==> config.mk <==
export PLATFORM = sky130hd
export DESIGN_NAME = alu4_result_stage_flat
export DESIGN_NICKNAME = d
export VERILOG_FILES = /design/src/rtl/alu4_result_stage_if.sv /design/src/rtl/alu4_result_stage.sv /design/src/flat_wrapper.sv
export SDC_FILE = /design/constraint.sdc
export NUM_CORES = 1
export LEC_CHECK = 0
export BUFFER_PORTS_ARGS = -buffer_cell sky130_fd_sc_hd__buf_2
export CAP_MARGIN = 0
export CORE_MARGIN = 3
export CORE_UTILIZATION = 48
export DETAILED_ROUTE_END_ITERATION = 7
export GPL_ROUTABILITY_DRIVEN = 0
export PLACE_DENSITY = 0.77
export SETUP_SLACK_MARGIN = 0.1
export SLEW_MARGIN = 20
export SYNTH_ARGS = -nofsm -noshare
export SYNTH_HDL_FRONTEND = slang
export SYNTH_SLANG_ARGS = --single-unit
==> constraint.sdc <==
create_clock -name clk -period 2.1 [get_ports clk]
set_clock_uncertainty 0.05 [all_clocks]
set_input_delay 0.105 -clock clk [delete_from_list [all_inputs] [get_ports clk]]
set_output_delay 0.105 -clock clk [all_outputs]
set_load 0.01 [all_outputs]
==> src/rtl/alu4_result_stage_if.sv <==
// -----------------------------------------------------------------------------
// alu4_result_stage_if
//
// Bundles the handshake and data signals of the ALU result stage.
//   Upstream side : in_valid, in_ready, sel, or_r, and_r, xor_r, sum_r, cout
//   Downstream    : out_valid, out_ready, r, z, c, p (p only with ALU4_PARITY_EN)
//   Debug         : ops_cnt (CNT_W bits, wrapping count of accepted operations)
//
// Modports:
//   master - the environment: drives the upstream operation and out_ready.
//   slave  - the result stage itself.
//
// Optional feature macro: ALU4_PARITY_EN adds the head parity signal p.
// -----------------------------------------------------------------------------
interface alu4_result_stage_if #(
  parameter int CNT_W = 8
);

  // Upstream operation
  logic             in_valid;
  logic             in_ready;
  logic [1:0]       sel;
  logic [3:0]       or_r;
  logic [3:0]       and_r;
  logic [3:0]       xor_r;
  logic [3:0]       sum_r;
  logic             cout;

  // Downstream head entry
  logic             out_valid;
  logic             out_ready;
  logic [3:0]       r;
  logic             z;
  logic             c;
`ifdef ALU4_PARITY_EN
  logic             p;
`endif

  // Debug visibility
  logic [CNT_W-1:0] ops_cnt;

  modport master (
    output in_valid, sel, or_r, and_r, xor_r, sum_r, cout, out_ready,
    input  in_ready, out_valid, r, z, c,
`ifdef ALU4_PARITY_EN
    input  p,
`endif
    input  ops_cnt
  );

  modport slave (
    input  in_valid, sel, or_r, and_r, xor_r, sum_r, cout, out_ready,
    output in_ready, out_valid, r, z, c,
`ifdef ALU4_PARITY_EN
    output p,
`endif
    output ops_cnt
  );

endinterface

==> src/rtl/alu4_result_stage.sv <==
// -----------------------------------------------------------------------------
// alu4_result_stage
//
// Registered result stage downstream of the 4-bit OR/AND/XOR/ADD units. Each
// accepted operation picks one unit's result, derives zero and carry flags and
// is queued in a 2-entry FIFO that drains through a valid/ready handshake.
//
// Ports:
//   clk  - single clock, rising edge.
//   rst  - synchronous, active-high reset (priority over push and pop).
//   bus  - alu4_result_stage_if.slave:
//            in_valid/in_ready, sel, or_r, and_r, xor_r, sum_r, cout (upstream)
//            out_valid/out_ready, r, z, c, p (downstream head entry)
//            ops_cnt (wrapping count of accepted operations)
//
// Optional feature macro: ALU4_PARITY_EN
//   defined   - entries carry p = ^res, exposed on bus.p (0 when empty).
//   undefined - no parity bit, no p port.
//
// Structure: the FIFO is a two-slot shift arrangement. The head always lives in
// head_q, so r/z/c/p are driven straight from flops with no read mux; the
// second entry waits in tail_q. The occupancy FSM state equals the entry count.
// -----------------------------------------------------------------------------
module alu4_result_stage #(
  parameter int CNT_W = 8
) (
  input  logic                clk,
  input  logic                rst,
  alu4_result_stage_if.slave  bus
);

  // Fixed FIFO depth for this revision.
  localparam int unsigned DEPTH = 2;

  // Occupancy states; the encoding is the entry count.
  typedef enum logic [1:0] {
    EMPTY = 2'd0,
    ONE   = 2'd1,
    FULL  = 2'd2
  } occ_state_e;

  // One queued result.
  typedef struct packed {
    logic [3:0] res;
    logic       z;
    logic       c;
`ifdef ALU4_PARITY_EN
    logic       p;
`endif
  } entry_t;

  // ---------------------------------------------------------------------------
  // State
  // ---------------------------------------------------------------------------
  occ_state_e        state_q, state_d;
  entry_t            head_q,  head_d;
  entry_t            tail_q,  tail_d;
  logic [CNT_W-1:0]  ops_cnt_q, ops_cnt_d;

  // ---------------------------------------------------------------------------
  // Handshake
  // ---------------------------------------------------------------------------
  logic in_ready;
  logic out_valid;
  logic push;
  logic pop;

  // in_ready depends only on the registered occupancy and rst, so a full FIFO
  // refuses input even when the head is being popped in the same cycle.
  assign in_ready  = ({30'd0, state_q} < DEPTH) && !rst;
  assign out_valid = (state_q != EMPTY);
  assign push      = bus.in_valid && in_ready;
  assign pop       = out_valid && bus.out_ready;

  // ---------------------------------------------------------------------------
  // Entry formation from the selected unit
  // ---------------------------------------------------------------------------
  entry_t     new_entry;
  logic [3:0] sel_res;

  // NOTE: every signal assigned in an always_comb gets a default at the top of
  // the block; a path that leaves one unassigned would infer a latch.
  always_comb begin
    sel_res = 4'h0;
    unique case (bus.sel)
      2'b00:   sel_res = bus.or_r;
      2'b01:   sel_res = bus.and_r;
      2'b10:   sel_res = bus.xor_r;
      2'b11:   sel_res = bus.sum_r;
      default: sel_res = 4'h0;
    endcase

    new_entry     = '0;
    new_entry.res = sel_res;
    new_entry.z   = (sel_res == 4'h0);
    // Carry only has meaning for the adder; logic units never report one.
    new_entry.c   = (bus.sel == 2'b11) ? bus.cout : 1'b0;
`ifdef ALU4_PARITY_EN
    new_entry.p   = ^sel_res;
`endif
  end

  // ---------------------------------------------------------------------------
  // Next-state logic
  // ---------------------------------------------------------------------------
  always_comb begin
    state_d   = state_q;
    head_d    = head_q;
    tail_d    = tail_q;
    ops_cnt_d = ops_cnt_q + CNT_W'(push);

    unique case (state_q)
      EMPTY: begin
        if (push) begin
          head_d  = new_entry;
          state_d = ONE;
        end
      end

      ONE: begin
        if (push && pop) begin
          // Old head leaves as the new entry takes its place.
          head_d = new_entry;
        end else if (push) begin
          tail_d  = new_entry;
          state_d = FULL;
        end else if (pop) begin
          // Clearing the head keeps r/z/c/p at 0 while empty.
          head_d  = '0;
          state_d = EMPTY;
        end
      end

      FULL: begin
        // push cannot occur here: in_ready is low.
        if (pop) begin
          head_d  = tail_q;
          tail_d  = '0;
          state_d = ONE;
        end
      end

      default: begin
        state_d = EMPTY;
        head_d  = '0;
        tail_d  = '0;
      end
    endcase
  end

  // ---------------------------------------------------------------------------
  // Registers
  // ---------------------------------------------------------------------------
  // NOTE: sequential state uses non-blocking assignments so every flop samples
  // values from before the edge, independent of statement order.
  // NOTE: the two storage slots are reset as well, since head_q drives the
  // outputs directly and must read as zero after reset.
  always_ff @(posedge clk) begin
    if (rst) begin
      state_q   <= EMPTY;
      head_q    <= '0;
      tail_q    <= '0;
      ops_cnt_q <= '0;
    end else begin
      state_q   <= state_d;
      head_q    <= head_d;
      tail_q    <= tail_d;
      ops_cnt_q <= ops_cnt_d;
    end
  end

  // ---------------------------------------------------------------------------
  // Outputs
  // ---------------------------------------------------------------------------
  assign bus.in_ready  = in_ready;
  assign bus.out_valid = out_valid;
  assign bus.r         = head_q.res;
  assign bus.z         = head_q.z;
  assign bus.c         = head_q.c;
`ifdef ALU4_PARITY_EN
  assign bus.p         = head_q.p;
`endif
  assign bus.ops_cnt   = ops_cnt_q;

endmodule

==> src/flat_wrapper.sv <==
// flat-port wrapper written by rule: the top's interface ports become plain ports
module alu4_result_stage_flat 
#(
  parameter int CNT_W = 8
)
  (clk, rst, bus_in_valid, bus_sel, bus_or_r, bus_and_r, bus_xor_r, bus_sum_r, bus_cout, bus_out_ready, bus_in_ready, bus_out_valid, bus_r, bus_z, bus_c, bus_ops_cnt);
  alu4_result_stage_if #(.CNT_W(CNT_W)) bus_i ();
  input  logic clk;
  input  logic rst;
  input wire logic [$bits(bus_i.in_valid)-1:0] bus_in_valid;
  input wire logic [$bits(bus_i.sel)-1:0] bus_sel;
  input wire logic [$bits(bus_i.or_r)-1:0] bus_or_r;
  input wire logic [$bits(bus_i.and_r)-1:0] bus_and_r;
  input wire logic [$bits(bus_i.xor_r)-1:0] bus_xor_r;
  input wire logic [$bits(bus_i.sum_r)-1:0] bus_sum_r;
  input wire logic [$bits(bus_i.cout)-1:0] bus_cout;
  input wire logic [$bits(bus_i.out_ready)-1:0] bus_out_ready;
  output wire logic [$bits(bus_i.in_ready)-1:0] bus_in_ready;
  output wire logic [$bits(bus_i.out_valid)-1:0] bus_out_valid;
  output wire logic [$bits(bus_i.r)-1:0] bus_r;
  output wire logic [$bits(bus_i.z)-1:0] bus_z;
  output wire logic [$bits(bus_i.c)-1:0] bus_c;
  output wire logic [$bits(bus_i.ops_cnt)-1:0] bus_ops_cnt;
  assign bus_i.in_valid = bus_in_valid;
  assign bus_i.sel = bus_sel;
  assign bus_i.or_r = bus_or_r;
  assign bus_i.and_r = bus_and_r;
  assign bus_i.xor_r = bus_xor_r;
  assign bus_i.sum_r = bus_sum_r;
  assign bus_i.cout = bus_cout;
  assign bus_i.out_ready = bus_out_ready;
  assign bus_in_ready = bus_i.in_ready;
  assign bus_out_valid = bus_i.out_valid;
  assign bus_r = bus_i.r;
  assign bus_z = bus_i.z;
  assign bus_c = bus_i.c;
  assign bus_ops_cnt = bus_i.ops_cnt;
  alu4_result_stage #(.CNT_W(CNT_W)) u_core (.clk(clk), .rst(rst), .bus(bus_i));
endmodule
==> metrics.md <==
| Metric | Value |
|---|---|
| Worst-margin pin slew | 0.580 ns |
| Final Hold Viols | 0 |
| Setup crit start kind | register |
| Starting Density | 52.4% |
| First DRT Iteration DRCs | 25 |
| Vias in the first global route | 932 |
| Clock-pin slew on the worst setup and hold paths | 0.12 ns |
| Port bufs | 38 |
| Worst EP arrival | 1.98 ns |
| Largest net degree at the start of global routing | 26 |
| Die height | 53.2 um |
| Cells along the critical path | or3b_2 -> inv_1 -> ha_1 -> and3_1 -> nand3_1 -> xor2_1 -> nor2_1 |
| CTS tree | done |
| Num rows | 16 |
| Ys Warns | 0 |
| Core Box Area | 2040 sq um |
| Ant diodes | 0 |
| PwrDens | 594 nW/um^2 |
| Clock Tree Buf Depth | 2 |
| Via density | 5.47 |
| Endpoint class of the critical path | register |
| Post-detailed-route count of antenna-violating nets | 0 |
| Total congestion overflow | 0 |
| RSZ-0062 raised after global routing | no |
| Leak | 0.000578 uW |
| Global-route wire length before repair | 3.77 mm |
| Routed WL per cell | 13.0 um |
| Final setup violation count | 0 |
| Max Freq | 547 MHz |
| Post-Syn Instances | 117 |
| Slowest stage delay, CP | 0.53 ns |
| Post-CTS setup buffer count | 0 |
| Vias | 996 |
| Final min period | 1.83 ns |
| Drt drc | 0 |
| Total CTS buffers | 3 |
| Layout fillers | 193 |
| Fin nets | 181 |
| Share of cells above drive strength 1 | 32.3% |
| Post-route cell area | 1320 sq um |
| DIE WIDTH | 53.2 um |
| Min-Delay Path Class | input port to register |
| Rel. slew slack | 61.1% |
| FF+latch count, synth | 22 |
| Commonest non-fill, non-tap cell in the layout | buf_2 |
| Dpl hpwl | 1.82 mm |
| Placed Area | 1290 sq um |
| Resize count post-CTS | 0 |
| CP max stage cell | or3b_2 |
| Final Max Tran Viols | 0 |
| Pre-antenna DRT Iters | 4 |
| Synth cell types | 33 |
| All-layer global routing usage | 18.0% |
| Commonest cells after routing, fill and taps aside | buf_2 (38), dfxtp_1 (22), nor2_1 (14) |
| Period utilization | 87.1% |
| Synth Net Count | 142 |
| Worst Path Required | 2.25 ns |
| CP Class | register to register |
| R2r setup slk | 0.27 ns |
| Seq/Total Area, Yosys | 41.2% |
| CTS H-tree lvls | 1 |
| Status | completed |
| Post-Synthesis Mean Instance Area | 9.14 sq um |
| Placed Cells | 178 |
| I/O pin count | 39 |
| Final WL | 2.37 mm |
| Finished Layout Cells | 182 |
| Mapped Area | 1070 sq um |
| Max_cap viols | 0 |
| DIE AREA | 2830 sq um |
| P&R area growth vs syn | 23.6% |
| Crit path max fanout | 9 |
| Worst-Skew Late Latency | 0.29 ns |
| Root Driver | clkbuf_4 |
| Pwr Total | 785 uW |
| Total Neg Setup Slack | 0 ns |
| Initial antenna violation count | 0 |
| CTS sink cnt | 22 |
| Hold buffer count at CTS | 0 |
| Maximum VDD drop | 336 uV |
[cell type report]
class	instances	area (sq um)	area share [%]
multi-input cells	84	588	44.5
clock buffers	4	36.3	2.74
flip-flops and latches	22	440	33.3
well taps	27	33.8	2.55
inverters	5	18.8	1.42
repair buffers	40	205	15.5
[through the flow]
step	hold slack (ns)	worst slack, ns	util [%]
floorplan	0.230	0.315	-
global placement	0.323	0.346	63.0
detailed placement	0.340	0.268	63.0
CTS	0.00970	0.249	64.8
global route	0.00981	0.121	64.8
finish	0.0239	0.272	64.8
[path summary, 6_finish.rpt]
kind | start | endpoint | depth (start not counted)
min reg2reg | u_core.tail_q[2] | u_core.tail_q[2] | 2
max reg2reg | u_core.state_q[1] | u_core.bus.ops_cnt[7] | 7
max | u_core.state_q[1] | u_core.bus.ops_cnt[7] | 7
min | bus_out_ready | u_core.state_q[1] | 2
[cell usage after synthesis]
| master | count | area share, % |
|---|---|---|
| a22oi_1 | 2 | 1.4 |
| nand3b_1 | 1 | 0.70 |
| clkbuf_1 | 6 | 2.1 |
| and3_1 | 2 | 1.2 |
| a21oi_1 | 8 | 3.7 |
| o22ai_2 | 1 | 1.2 |
| o21ai_1 | 1 | 0.47 |
| mux4_1 | 2 | 4.9 |
| or4_4 | 1 | 1.1 |
| a32oi_1 | 4 | 3.3 |
| nand4_1 | 2 | 1.2 |
| or2_2 | 1 | 0.59 |
| nor3b_1 | 1 | 0.70 |
| nand2b_1 | 4 | 2.3 |
| nand2_1 | 8 | 2.8 |
| nand3_1 | 7 | 3.3 |
| xor2_1 | 4 | 3.3 |
| mux4_2 | 2 | 4.2 |
| inv_1 | 5 | 1.8 |
| or3b_2 | 1 | 0.82 |
| o22ai_1 | 1 | 0.59 |
| ha_1 | 2 | 2.3 |
| nor3_1 | 1 | 0.47 |
| nor4b_1 | 1 | 0.82 |
| dfxtp_1 | 22 | 41 |
| a31oi_1 | 2 | 1.2 |
| a211oi_1 | 1 | 0.70 |
| nor2b_1 | 3 | 1.8 |
| xnor2_1 | 2 | 1.6 |
| o211ai_1 | 1 | 0.70 |
| nor2_1 | 14 | 4.9 |
| mux2i_1 | 2 | 1.9 |
| o21ai_0 | 2 | 0.94 |
[power breakdown]
part	switching, uW	internal, uW	leakage, uW
clock	123	106	0.0000210
sequential	10.9	428	0.000178
combinational	60.9	56.7	0.000379
total	195	590	0.000578
[layer usage]
| metal | global-route usage [%] | part of all wire [%] | vias to the layer above |
|---|---|---|---|
| met3 | 3.66 | 11 | 4 |
| met1 | 22.1 | 43 | 430 |
| met2 | 30.8 | 46 | 61 |
| met4 | 5.96 | 1.1 | 0 |
| li1 | - | - | 501 |
| met5 | 0 | 0 | - |
[kinds of logic (layout without fill, tap and decap cells)]
family / Yosys count / in the layout / synth area share, %
adders and majority gates: 2 / 2 / 2.34
DFF: 22 / 22 / 41.2
and+or+nand+nor: 47 / 47 / 22.6
buffers and inverters: 11 / 49 / 3.86
AOI/OAI and AO/OA: 23 / 23 / 14.2
muxes: 6 / 6 / 11.0
xor gates and xnor gates: 6 / 6 / 4.91
[sequential cells by signal, indices dropped and copies added (netlist names)]
signal / flops
u_core.bus.r: 4
u_core.state_q: 2
u_core.bus.c: 1
u_core.tail_q: 6
u_core.bus.z: 1
u_core.bus.ops_cnt: 8
[worst max-delay path: cells and delay by family, from the launching register on]
family / cells / cell delay (ns)
AND/OR/NAND/NOR: 4 / 0.91
flip-flops: 1 / 0.39
adder cells (fa/ha/maj): 1 / 0.16
XOR/XNOR: 1 / 0.14
buffers and inverters: 1 / 0.08
Note: power is estimated with default switching activity, not from simulation.
